File: src/rtl/switch_led_mmio.sv
// switch_led_mmio
// ---------------------------------------------------------------------------
// Memory-mapped I/O responder for the lab CPU data bus. It owns the board
// LEDs and the raw board switches.
//
// Register map (word offset on addr):
//   0 LED_DATA  R/W   bits[LED_W-1:0], upper bits read 0
//   1 SW_STATE  RO    debounced switch state, zero-extended (writes are acked, ignored)
//   2 SW_CHANGE R/W1C sticky per-switch change flags; a set beats a same-cycle clear
//   3 CTRL      R/W   bit0 led_src, bits[8+SW_W-1:8] irq_mask
//
// Ports:
//   clock    system clock, rising edge
//   reset    asynchronous active-low reset
//   req/we/addr/wdata  bus request; req is held until ack
//   rdata    read data, valid only in the ack cycle, 0 otherwise
//   ack      one-cycle completion pulse, one cycle after req is accepted
//   switches raw asynchronous switches
//   LED      board LEDs (registered)
//   irq      switch-change interrupt
//
// Optional feature: define SWITCH_LED_MMIO_IRQ_EN to drive irq from
// |(SW_CHANGE & irq_mask). Without it irq is held at 0 while irq_mask
// still reads and writes normally.
// ---------------------------------------------------------------------------
module switch_led_mmio #(
    parameter int SW_W            = 3,
    parameter int LED_W           = 8,
    parameter int DEBOUNCE_CYCLES = 16,
    parameter int CNT_W           = 5
) (
    input  logic              clock,
    input  logic              reset,
    input  logic              req,
    input  logic              we,
    input  logic [1:0]        addr,
    input  logic [31:0]       wdata,
    output logic [31:0]       rdata,
    output logic              ack,
    input  logic [SW_W-1:0]   switches,
    output logic [LED_W-1:0]  LED,
    output logic              irq
);

    typedef enum logic [0:0] {
        ST_IDLE = 1'b0,
        ST_ACK  = 1'b1
    } state_t;

    // Counter value on which a still-present mismatch is accepted.
    localparam logic [CNT_W-1:0] CNT_LAST = CNT_W'(DEBOUNCE_CYCLES - 1);

    state_t              state_r;
    state_t              state_next_s;
    logic                accept_s;

    logic                ack_r;
    logic [31:0]         rdata_r;
    logic [31:0]         rd_word_s;

    logic [LED_W-1:0]    led_data_r;
    logic [LED_W-1:0]    led_r;
    logic [LED_W-1:0]    led_next_s;
    logic                led_src_r;
    logic [SW_W-1:0]     irq_mask_r;
    logic                irq_r;

    logic [SW_W-1:0]     sync1_r;
    logic [SW_W-1:0]     sync2_r;
    logic [SW_W-1:0]     deb_r;
    logic [SW_W-1:0]     toggle_s;
    logic [CNT_W-1:0]    cnt_r      [SW_W];
    logic [CNT_W-1:0]    cnt_next_s [SW_W];

    logic [SW_W-1:0]     chg_r;
    logic [SW_W-1:0]     chg_clr_s;
    logic [SW_W-1:0]     chg_next_s;

    logic                wr_led_s;
    logic                wr_chg_s;
    logic                wr_ctrl_s;
    logic                unused_ok_s;

    // Only low wdata bits land in registers; the rest are intentionally dropped.
    assign unused_ok_s = ^wdata;

    // Handshake state register.
    always_ff @(posedge clock or negedge reset) begin
        if (!reset) begin
            state_r <= ST_IDLE;
        end else begin
            state_r <= state_next_s;
        end
    end

    // Next state: a request is accepted only in IDLE; ACK always returns to IDLE,
    // so a req still high afterwards starts a fresh transaction.
    always_comb begin
        state_next_s = state_r;
        accept_s     = 1'b0;
        case (state_r)
            ST_IDLE: begin
                if (req) begin
                    accept_s     = 1'b1;
                    state_next_s = ST_ACK;
                end else begin
                    state_next_s = ST_IDLE;
                end
            end
            ST_ACK: begin
                state_next_s = ST_IDLE;
            end
            default: begin
                state_next_s = ST_IDLE;
            end
        endcase
    end

    // Writes commit on the accepting edge, so the request fields are used
    // directly there instead of being held for the ACK cycle.
    assign wr_led_s  = accept_s && we && (addr == 2'd0);
    assign wr_chg_s  = accept_s && we && (addr == 2'd2);
    assign wr_ctrl_s = accept_s && we && (addr == 2'd3);

    // Read mux; unused upper bits stay zero.
    always_comb begin
        rd_word_s = 32'd0;
        case (addr)
            2'd0: rd_word_s = 32'(led_data_r);
            2'd1: rd_word_s = 32'(deb_r);
            2'd2: rd_word_s = 32'(chg_r);
            2'd3: begin
                rd_word_s[0]         = led_src_r;
                rd_word_s[8 +: SW_W] = irq_mask_r;
            end
            default: rd_word_s = 32'd0;
        endcase
    end

    // Bus response: ack and rdata are live for the single ACK cycle only.
    always_ff @(posedge clock or negedge reset) begin
        if (!reset) begin
            ack_r   <= 1'b0;
            rdata_r <= 32'd0;
        end else begin
            ack_r   <= accept_s;
            rdata_r <= (accept_s && !we) ? rd_word_s : 32'd0;
        end
    end

    // Software-visible control registers.
    always_ff @(posedge clock or negedge reset) begin
        if (!reset) begin
            led_data_r <= {LED_W{1'b0}};
            led_src_r  <= 1'b0;
            irq_mask_r <= {SW_W{1'b0}};
        end else begin
            if (wr_led_s) begin
                led_data_r <= wdata[LED_W-1:0];
            end
            if (wr_ctrl_s) begin
                led_src_r  <= wdata[0];
                irq_mask_r <= wdata[8 +: SW_W];
            end
        end
    end

    // Two-flop synchronizer for the asynchronous switches.
    always_ff @(posedge clock or negedge reset) begin
        if (!reset) begin
            sync1_r <= {SW_W{1'b0}};
            sync2_r <= {SW_W{1'b0}};
        end else begin
            sync1_r <= switches;
            sync2_r <= sync1_r;
        end
    end

    // Per-bit debounce: count consecutive mismatching cycles, accept on the last.
    // The counter stops at CNT_LAST, so it never wraps.
    always_comb begin
        toggle_s = {SW_W{1'b0}};
        for (int i = 0; i < SW_W; i++) begin
            cnt_next_s[i] = cnt_r[i];
            if (sync2_r[i] != deb_r[i]) begin
                if (cnt_r[i] == CNT_LAST) begin
                    toggle_s[i]   = 1'b1;
                    cnt_next_s[i] = {CNT_W{1'b0}};
                end else begin
                    cnt_next_s[i] = cnt_r[i] + CNT_W'(1);
                end
            end else begin
                cnt_next_s[i] = {CNT_W{1'b0}};
            end
        end
    end

    // W1C clear mask; OR-ing toggles in afterwards makes a same-cycle set win.
    always_comb begin
        chg_clr_s  = wr_chg_s ? wdata[SW_W-1:0] : {SW_W{1'b0}};
        chg_next_s = (chg_r & ~chg_clr_s) | toggle_s;
    end

    // Debounced state, counters and sticky change flags.
    always_ff @(posedge clock or negedge reset) begin
        if (!reset) begin
            deb_r <= {SW_W{1'b0}};
            chg_r <= {SW_W{1'b0}};
            for (int i = 0; i < SW_W; i++) begin
                cnt_r[i] <= {CNT_W{1'b0}};
            end
        end else begin
            deb_r <= deb_r ^ toggle_s;
            chg_r <= chg_next_s;
            for (int i = 0; i < SW_W; i++) begin
                cnt_r[i] <= cnt_next_s[i];
            end
        end
    end

    // LED source select, registered one cycle behind its source.
    always_comb begin
        if (led_src_r) begin
            led_next_s = LED_W'(deb_r);
        end else begin
            led_next_s = led_data_r;
        end
    end

    // LED output register.
    always_ff @(posedge clock or negedge reset) begin
        if (!reset) begin
            led_r <= {LED_W{1'b0}};
        end else begin
            led_r <= led_next_s;
        end
    end

    // Interrupt register; held low when the interrupt feature is not built.
    always_ff @(posedge clock or negedge reset) begin
        if (!reset) begin
            irq_r <= 1'b0;
        end else begin
`ifdef SWITCH_LED_MMIO_IRQ_EN
            irq_r <= |(chg_r & irq_mask_r);
`else
            irq_r <= 1'b0;
`endif
        end
    end

    assign ack   = ack_r;
    assign rdata = rdata_r;
    assign LED   = led_r;
    assign irq   = irq_r;

endmodule
File: config.mk
export PLATFORM = sky130hd
export DESIGN_NAME = switch_led_mmio
export DESIGN_NICKNAME = d
export VERILOG_FILES = /design/src/rtl/switch_led_mmio.sv
export SDC_FILE = /design/constraint.sdc
export NUM_CORES = 1
export LEC_CHECK = 0
export ABC_AREA = 1
export ABC_CLOCK_PERIOD_IN_PS = 1200
export BUFFER_PORTS_ARGS = -buffer_cell sky130_fd_sc_hd__buf_2
export CAP_MARGIN = 20
export CORE_MARGIN = 4
export CORE_UTILIZATION = 35
export CTS_BUF_LIST = sky130_fd_sc_hd__clkbuf_4 sky130_fd_sc_hd__clkbuf_8
export DETAILED_ROUTE_END_ITERATION = 10
export PLACE_DENSITY = 0.71
export SLEW_MARGIN = 0
export SYNTH_ARGS = -nofsm -noshare
export SYNTH_HDL_FRONTEND = slang
export SYNTH_SLANG_ARGS = --single-unit
File: constraint.sdc
create_clock -name clock -period 1.2 [get_ports clock]
set_clock_uncertainty 0.2 [all_clocks]
set_input_delay 0.06 -clock clock [delete_from_list [all_inputs] [get_ports clock]]
set_output_delay 0.06 -clock clock [all_outputs]
set_load 0.05 [all_outputs]
# After elaboration in Yosys (flattened, before gate mapping)
# Cells that the tools add are included.
# op_classes
n_mux	21
n_bitwise	5
n_reduce_logical	8
n_eq_ne	9
addsub	3
# op_table
operator	count
$mux W5	6
$pmux W7 S3	1
$add A5 B1 Y5 const B	3
$eq A5 B4 Y1 const B	3
$mux W11	1
$mux W1	8
$mux W8	1
$pmux W3 S2	1
$logic_and A1 B1 Y1	5
$eq A2 B2 Y1 const B	2
$pmux W1 S4	1
$and A3 B3 Y3	1
$mux W3	1
$ne A1 B1 Y1	3
$not A3 Y3	1
$or A3 B3 Y3	1
$reduce_or A3 Y1	1
$xor A3 B3 Y3	1
$eq A2 B1 Y1 const B	1
$logic_not A2 Y1	1
$pmux W1 S2	1
$logic_not A1 Y1	1
$not A1 Y1	1
# word_totals
wordCells	60
ff_bits	60
output_inout_bits	42
input_bits	41

# Depth between registers and ports, before layout
# Gate-level depths: netlist (run 1).
# logic_depth
word_depth	8
depth_mapped	6
ltp_nobuf	6

# Worst setup path after synthesis (run 1)
# OpenSTA, ideal clock, no wires.
# synth_path
kind	register to register
start	reg ack (netlist name)
end	reg led_data_r[6]
period_less_slack_ns	1.508
setup_slack_ns	-0.308
stages_incl_launch_ff	6
t_required_ns	0.883
arrival_ns	1.191
path_buffers	1
setup_time_ns	0.117
path_cell_list	dfrtp_1 nor2_2 nand3_4 buf_6 nand2_1 o21ai_2
# synth_rtl
item	line_no	source
end signal, assigned	154	led_data_r <= {LED_W{1'b0}};
end signal, assigned	159	led_data_r <= wdata[LED_W-1:0];
end, declared	61	logic [LED_W-1:0] led_data_r;

==> results of run 1 <==
==> layout by cell type (no fill, tap or decap), types with 6 or more instances in the layout <==
master	synthesis	final
xor2_1	6	6
dlygate4sd3_1	0	16
nor2_1	23	17
inv_1	32	30
nand2_1	53	40
nor2_4	1	7
nor3_2	1	7
o21ai_2	8	9
nand2_2	0	12
clkbuf_8	0	9
buf_2	1	19
nand3_1	17	15
dfrtp_1	59	57
buf_4	22	29
conb_1	1	22
==> worst min-delay path: cells and delay by family <==
kind | cells | cell delay (ns)
buf+inv | 2 | 0.28
simple gates | 1 | 0.08
==> layout make-up <==
cell class                 instances  area (µm²)
inverter                          32         123
fill                             592        3320
sequential                        59        1480
clock buffer                       9         124
clock inverter                     7         116
tap                               96         120
multi-input combinational        162        1030
timing repair buffer              71         562
==> cells by family (layout without fill, tap and decap cells) <==
group / after synthesis / count (layout) / synth area share [%]
xor gates and xnor gates: 9 / 9 / 3.15
DFF: 59 / 59 / 58.9
buffers and inverters: 56 / 119 / 12.0
and+or+nand+nor: 112 / 113 / 19.9
AOI/OAI and AO/OA: 15 / 15 / 4.30
adders and majority gates: 3 / 3 / 1.50
other: 1 / 22 / 0.150
==> worst paths after layout <==
path,startpoint,endpoint,slack (ns),cells past startpoint
worst max-delay path,cnt_r[0],cnt_r[3],-0.09,6
worst min-delay path,req,ack,-0.08,3
worst max register to register,cnt_r[0],cnt_r[3],-0.09,6
worst min register to register,sync1_r[0],sync2_r[0],0.14,0
max in group asynchronous,reset,asynchronous set/reset pin,0.34,3
min in group asynchronous,reset,LED[4],-0.02,2
==> power groups by stage <==
stage                     clock (µW)  combinational (µW)  sequential [µW]
after global routing            2330                1200             2360
after global placement             0                 922             2340
after CTS                       2230                1020             2320
after floorplan                    0                 509             2550
final                           2190                1100             2330
after detailed placement           0                 936             2350
==> stage by stage <==
| step | power [µW] | instance area (µm²) |
|---|---|---|
| 2_1_floorplan | 3060 | 2650 |
| 3_3_place_gp | 3270 | 2870 |
| 3_5_place_dp | 3290 | 2870 |
| 4_1_cts | 5570 | 3360 |
| 5_1_grt | 5880 | 3550 |
| 6_report | 5620 | 3550 |
==> repair_timing <==
action                     4_1_cts  5_1_grt
setup buffers                    4        4
hold buffers                    15        1
gates cloned                     1        0
setup endpoints to repair       44       56
pin swaps                       15       10
gates resized for setup         22       51
hold endpoints to repair        85       17
==> state kept, by name (all words and copies together) (netlist names), named ones only <==
register,cells
cnt_r,15
ack,1
led_src_r,1
rdata,11
chg_r,3
LED,8
sync1_r,3
sync2_r,3
irq_mask_r,3
led_data_r,8
==> routing by layer <==
metal / vias up / global-route usage (%) / share of wire (%)
li1: 910 / - / -
met1: 864 / 16.3 / 43
met2: 50 / 19.2 / 49
met3: 12 / 4.22 / 5.7
met4: 0 / 6.31 / 1.9
met5: - / 0 / 0
==> results.tsv, run 1 <==
metric	value	unit
status	finished, violations left	
violations	negative hold slack, negative setup slack	
arrival	1.32	ns
initial_core_util	36.5	%
post-route-util	51.7	%
setup_viol	30	
track_usage	12.7	%
worst_slack	-0.0878	ns
synth_cell_types	21	
dp_cells	396	
die_area	8570	µm²
cts_tree	done	
drt_wl_total	4.98	mm
maxCapViolCount	0	
layout_min_cycle_time	1.29	ns
drt_iter0_drc	90	
hold_class	in -> reg	
stdcell_count	436	
nets	379	
die_w	92.6	µm
power.internal	3940	µW
path_buf_inv	0	
synth_top_area_cell	dfrtp_1	
whs	-0.0757	ns
swShare	30.0	%
ios	83	
clkPwrFrac	38.9	%
io_buffers	39	
core-area	6870	µm²
setup_tns	-1.47	ns
p_leak	0.00177	µW
hold_viol	33	
die_y	92.6	µm
critPathMaxStageDelay	0.38	ns
ys_seq_area_share	58.9	%
ys_async_sr_fraction	100	%
cts_root_buf	clkbuf_8	
syn_to_final_growth	41.8	%
grt_max_degree	26	
cts_buffers	9	
critPathKind	reg -> reg	
syn_area	2500	µm²
synth.avg_cell_area	9.82	µm²
cp.required	1.24	ns
htreeDepth	3	
synth_top_area_share	58.9	%
antenna_cells	0	
cp_common_cell	nand2_2	
rows	30	
finalMaxSlewViolations	0	
p_comb_share	19.6	%
place_ws	-0.128	ns
viasPerCell	4.21	
fin_crit_sh	107	%
seqPwrFrac	41.4	%
path_clk_slew	0.07	ns
yosys_warnings	0	
clk_latency	0.35	ns
synth_edf_count	0	
critPathMaxFanout	4	
p_switching	1690	µW
cts.sinks	59	
antenna_found_initial	0	
rsz0062_at_grt	true	
dr.pass1.iters	4	
grt_overflow	0	
cp-end-kind	register	
grt_pass1_wl	8.39	mm
timing.fmax	777	MHz
grt_pass1_vias	1786	
powerDensity	1580	nW/µm²
syn-instance-count	255	
num_vias	1836	
ys.flop_type	dfrtp_1	
cts_max_path_buffers	2	
cp-start-kind	register	
dp_hpwl	3.45	mm
yosys-top-cells-count	59 x dfrtp_1, 53 x nand2_1, 32 x inv_1	
drc	0	
crit_family	flip-flops	
synth_most_common_cell	dfrtp_1	
cp_cell_sequence	ha_2 > nand2_2 > nor2_4 > nand2_2 > nand2_2 > nor2_1	
wire_per_inst	11.4	µm
peakVddDrop	0.000668	V
gp_congestion	0.832	
drive_above_1_share	37.1	%
antenna_left	0	
ys_ff_latch	59	
cpMaxStageDelayCell	dfrtp_1	
synthTopCellsByArea	dfrtp_1 59%, nand2_1 7.9%, buf_4 6.6%	
Power figures use the tool's default switching activity.
==> run 2: changes to the inputs <==
--- a/config.mk
+++ b/config.mk
@@ -13,7 +13,8 @@
 export CORE_UTILIZATION = 35
 export CTS_BUF_LIST = sky130_fd_sc_hd__clkbuf_4 sky130_fd_sc_hd__clkbuf_8
 export DETAILED_ROUTE_END_ITERATION = 10
-export PLACE_DENSITY = 0.71
+export PLACE_DENSITY = 0.59
+export SKIP_CTS_REPAIR_TIMING = 1
 export SLEW_MARGIN = 0
 export SYNTH_ARGS = -nofsm -noshare
 export SYNTH_HDL_FRONTEND = slang
==> run 2 against run 1 <==
Effect of this change: highest routed layer unchanged; the flow still finishes with violations (negative hold slack, negative setup slack); critical endpoint is now cnt_r[13]; clock power is 5% lower; sequential share of layout area grew 0.73 points; largest cell class unchanged; via count shrank 0.93%; final cell count down 0.69%; sequential cell count unchanged.
==> results.tsv, run 2 (synthesis results as in run 1) <==
metric	value	unit	change
status	finished, violations left		
violations	negative hold slack, negative setup slack		
cts_root_buf	clkbuf_8		
final_cell_mix	57 x dfrtp_1, 34 x nand2_1, 29 x inv_1		
worst_slack	-0.0832	ns	+0.00459 ns
cts_max_path_buffers	2		unchanged
htreeDepth	3		unchanged
n_fill_cell	630		+6.4%
die_area	8570	µm²	unchanged
max_flop_register	cnt_r		
powerDensity	1570	nW/µm²	-1.0%
die_w	92.6	µm	unchanged
hold_class	in -> reg		
core-area	6870	µm²	unchanged
cp.required	1.22	ns	-0.02 ns
cp-start-kind	register		
grt_overflow	0		unchanged
drt_wl_total	4.94	mm	-0.74%
timing.fmax	779	MHz	+0.36%
whs	-0.0716	ns	+0.00418 ns
gp_congestion	0.769		-7.6%
io_buffers	39		unchanged
rsz0062_at_grt	true		
antenna_cells	0		unchanged
cts_tree	done		
largest_register_ffs	15		unchanged
stdcell_count	433		-0.69%
drt_iter0_drc	126		+40%
grt_pass1_wl	7.67	mm	-8.6%
final_common_cell	dfrtp_1		
path_clk_slew	0.07	ns	about the same
die_y	92.6	µm	unchanged
viasPerCell	4.20		-0.24%
drc	0		unchanged
grt_max_degree	60		+130%
dr.pass1.iters	4		unchanged
initial_core_util	36.5	%	unchanged
dp_cells	398		+0.51%
dp_hpwl	3.29	mm	-4.9%
wire_per_inst	11.4	µm	about the same
antenna_left	0		unchanged
fin_crit_sh	107	%	-0.38 points
critPathKind	reg -> reg		
drive_above_1_share	38.0	%	+0.92 points
seq_area	1480	µm²	unchanged
antenna_found_initial	0		unchanged
total_power	5470	µW	-2.7%
cts_buffers	9		unchanged
grt_pass1_vias	1683		-5.8%
track_usage	11.5	%	-1.2 points
layout_min_cycle_time	1.28	ns	-0.00459 ns
setup_viol	27		-10%
clk_latency	0.33	ns	-0.02 ns
nets	376		-0.79%
peakVddDrop	0.000538	V	-19%
hold_viol	17		-48%
post-route-util	50.8	%	-0.89 points
p_leak	0.00174	µW	-1.6%
cts.sinks	59		unchanged
finalMaxSlewViolations	0		unchanged
arrival	1.30	ns	-0.02 ns
ios	83		unchanged
multi_input_area	1020	µm²	-0.37%
syn_to_final_growth	39.4	%	
rows	30		unchanged
critPathMaxFanout	4		unchanged
cp-end-kind	register		
maxCapViolCount	0		unchanged
num_vias	1819		-0.93%
run 2: changes by cell type in the layout (fill, tap and decap cells not counted), sizes merged:
| cell | previous run | this run |
|---|---|---|
| buf | 53 | 47 |
| bufinv | 3 | 2 |
| clkbuf | 11 | 18 |
| clkinv | 3 | 1 |
| dlygate4sd3 | 16 | 15 |
run 2: per-layer routing:
metal	share of wire (%)	global-route usage, %	wire length, µm	vias to the layer above
met4	1.6	5.57	79	0
met5	0	0	0	-
met1	44	14.9	2190	858
li1	-	-	-	906
met3	5.0	4.87	249	11
met2	49	16.5	2420	44
run 2: critical path: stages, from the launching register on:
cell     delay [ns]
dfrtp_1        0.36
ha_2           0.21
nand2_4        0.06
nor2_4         0.12
nand2_2        0.09
nand2_2        0.08
nor2_1         0.04
run 2: report_power, final:
part           switching [µW]  internal (µW)  total [µW]
clock network             770           1300        2070
logic                     734            340        1070
registers                 124           2200        2320
run 2: final cells by class:
type	instances	area share, %
clock buffers	12	4.55
clock inverters	4	2.08
inverters	32	3.51
multi-input cells	162	29.4
flip-flops and latches	59	42.4
well taps	96	3.44
repair buffers	68	14.7
run 2: final timing paths:
check | from | slack (ns) | cells after the start | endpoint
min in group asynchronous | reset | 0.05 | 3 | rdata[7]
max in group asynchronous | reset | 0.45 | 3 | asynchronous set/reset pin
hold / removal | req | -0.07 | 3 | ack
hold reg to reg | sync1_r[2] | 0.15 | 0 | sync2_r[2]
setup reg to reg | cnt_r[10] | -0.08 | 6 | cnt_r[13]
setup / recovery | cnt_r[10] | -0.08 | 6 | cnt_r[13]
run 2: metrics by stage:
step | setup slack (ns) | setup TNS (ns) | area [µm²]
finish | -0.0832 | -1.44 | 3490
floorplan | -0.145 | -2.74 | 2650
global placement | -0.0829 | -1.48 | 2870
detailed placement | -0.141 | -2.27 | 2870
global route | -0.155 | -3.74 | 3490
CTS | -0.152 | -2.88 | 3110
==> run 3: changes to the inputs <==
--- a/config.mk
+++ b/config.mk
@@ -6,14 +6,14 @@
 export NUM_CORES = 1
 export LEC_CHECK = 0
 export ABC_AREA = 1
-export ABC_CLOCK_PERIOD_IN_PS = 1200
+export ABC_CLOCK_PERIOD_IN_PS = 1300
 export BUFFER_PORTS_ARGS = -buffer_cell sky130_fd_sc_hd__buf_2
 export CAP_MARGIN = 20
 export CORE_MARGIN = 4
 export CORE_UTILIZATION = 35
 export CTS_BUF_LIST = sky130_fd_sc_hd__clkbuf_4 sky130_fd_sc_hd__clkbuf_8
 export DETAILED_ROUTE_END_ITERATION = 10
-export PLACE_DENSITY = 0.59
+export PLACE_DENSITY = 0.57
 export SKIP_CTS_REPAIR_TIMING = 1
 export SLEW_MARGIN = 0
 export SYNTH_ARGS = -nofsm -noshare
==> constraint.sdc (replaced) <==
create_clock -name clock -period 1.3 [get_ports clock]
set_clock_uncertainty 0.2 [all_clocks]
set_input_delay 0.065 -clock clock [delete_from_list [all_inputs] [get_ports clock]]
set_output_delay 0.065 -clock clock [all_outputs]
set_load 0.05 [all_outputs]
==> run 3 against run 2 <==
Effect of this change: the run still ends with negative hold slack, negative setup slack left; clock-buffer cell count down 3; hold slack better by 0.0034 ns; design area shrank 2.0%; critical endpoint is now chg_r[2].
==> results.tsv, run 3 (synthesis results as in run 1) <==
metric	value	unit	change
whs	-0.0682	ns	+0.00339 ns
dr.pass1.iters	4		unchanged
swShare	31.2	%	+1.4 points
layout_min_cycle_time	1.33	ns	+0.0486 ns
initial_core_util	36.5	%	unchanged
path_clk_slew	0.07	ns	about the same
die_w	92.6	µm	unchanged
antenna_found_initial	0		unchanged
io_buffers	39		unchanged
cts_buffers	9		unchanged
antenna_cells	0		unchanged
stdcell_area	3420	µm²	-2.0%
status	finished, violations left		
critPathMaxFanout	3		-1
setup_viol	3		-89%
rsz0062_at_grt	true		
maxCapViolCount	0		unchanged
p_leak	0.00170	µW	-2.3%
hold_viol	9		-8
dpl-instance-area	2820	µm²	-1.7%
gp_congestion	0.741		-3.7%
power.internal	3400	µW	-12%
die_area	8570	µm²	unchanged
final_common_cell	dfrtp_1		
cts.sinks	59		unchanged
worst_slack	-0.0318	ns	+0.0514 ns
largest_register_ffs	15		unchanged
drt_wl_total	5.09	mm	+2.9%
powerDensity	1440	nW/µm²	-8.0%
grt_pass1_vias	1600		-4.9%
clk_latency	0.34	ns	about the same
violations	negative hold slack, negative setup slack		
grt_overflow	0		unchanged
finalMaxSlewViolations	0		unchanged
die_y	92.6	µm	unchanged
seqPwrFrac	43.2	%	+0.7 points
core-area	6870	µm²	unchanged
peakVddDrop	0.000585	V	+8.7%
antenna_left	0		unchanged
cp.required	1.38	ns	+0.16 ns
grt_max_degree	60		unchanged
num_vias	1826		+0.38%
cp-start-kind	register		
rows	30		unchanged
cts_root_buf	clkbuf_8		
drc	0		unchanged
cp-end-kind	register		
arrival	1.41	ns	+0.11 ns
wire_per_inst	11.7	µm	+2.2%
cts_max_path_buffers	2		unchanged
clkPwrFrac	37.5	%	-0.4 points
p_switching	1540	µW	-5.6%
cts_tree	done		
drive_above_1_share	34.4	%	-3.6 points
max_flop_register	cnt_r		
track_usage	11.4	%	-0.075 points
drt_iter0_drc	78		-38%
p_comb_share	19.2	%	-0.4 points
final_cell_mix	58 x dfrtp_1, 38 x buf_2, 36 x nand2_1, 31 x inv_1, 22 x conb_1		
dp_hpwl	3.25	mm	-1.2%
syn_to_final_growth	36.6	%	
ios	83		unchanged
timing.fmax	751	MHz	-3.6%
htreeDepth	3		unchanged
fin_crit_sh	102	%	-4.5 points
viasPerCell	4.19		-0.31%
hold_class	in -> reg		
grt_pass1_wl	7.48	mm	-2.5%
critPathKind	reg -> reg		
nets	379		+0.80%
run 3: final timing paths:
path                       startpoint    endpoint  slack, ns  depth (start not counted)
min reg2reg                sync1_r[1]  sync2_r[1]       0.15                          0
min                               req         ack      -0.07                          3
max in group asynchronous       reset    cnt_r[2]       0.58                          3
max reg2reg                  cnt_r[0]    chg_r[2]      -0.03                          6
max                          cnt_r[0]    chg_r[2]      -0.03                          6
min in group asynchronous       reset    rdata[5]       0.06                          3
run 3: power by group through the flow:
| stage | clock network [µW] | registers [µW] | logic [µW] |
|---|---|---|---|
| finish | 1850 | 2130 | 950 |
| global route | 1990 | 2160 | 1030 |
| CTS | 1920 | 2120 | 861 |
| detailed placement | 0 | 2160 | 857 |
| global placement | 0 | 2150 | 848 |
| floorplan | 0 | 2350 | 466 |
run 3: per-layer routing:
layer | track usage [%] | vias up | part of all wire [%]
met3 | 5.52 | 5 | 5.6
met5 | 0 | - | 0
met1 | 14.2 | 865 | 43
met2 | 17.2 | 42 | 50
li1 | - | 914 | -
met4 | 4.08 | 0 | 1.0
run 3: per-stage QoR:
stage	setup slack, ns	util (%)	instances	power, µW	TNS (ns)
finish	-0.0318	49.8	436	4930	-0.0560
global route	-0.101	49.8	436	5180	-1.44
CTS	-0.0775	44.4	413	4910	-0.530
detailed placement	-0.0556	41.1	397	3020	-0.251
global placement	-0.0349	41.1	397	3000	-0.0746
floorplan	-0.0453	-	276	2820	-0.471
run 3: area by class of cell:
cell class	count	area, µm²
multi-input cells	162	967
inverters	32	120
fillers	650	3450
repair buffers	71	512
flip-flops and latches	59	1480
well taps	96	120
clock inverters	7	101
clock buffers	9	124
run 3: worst max-delay path, stage by stage, from the launching register on:
cell	delay [ns]
dfrtp_1	0.37
ha_2	0.20
nand2_2	0.08
nor2_4	0.15
buf_6	0.12
nand3_2	0.07
nand2_2	0.07
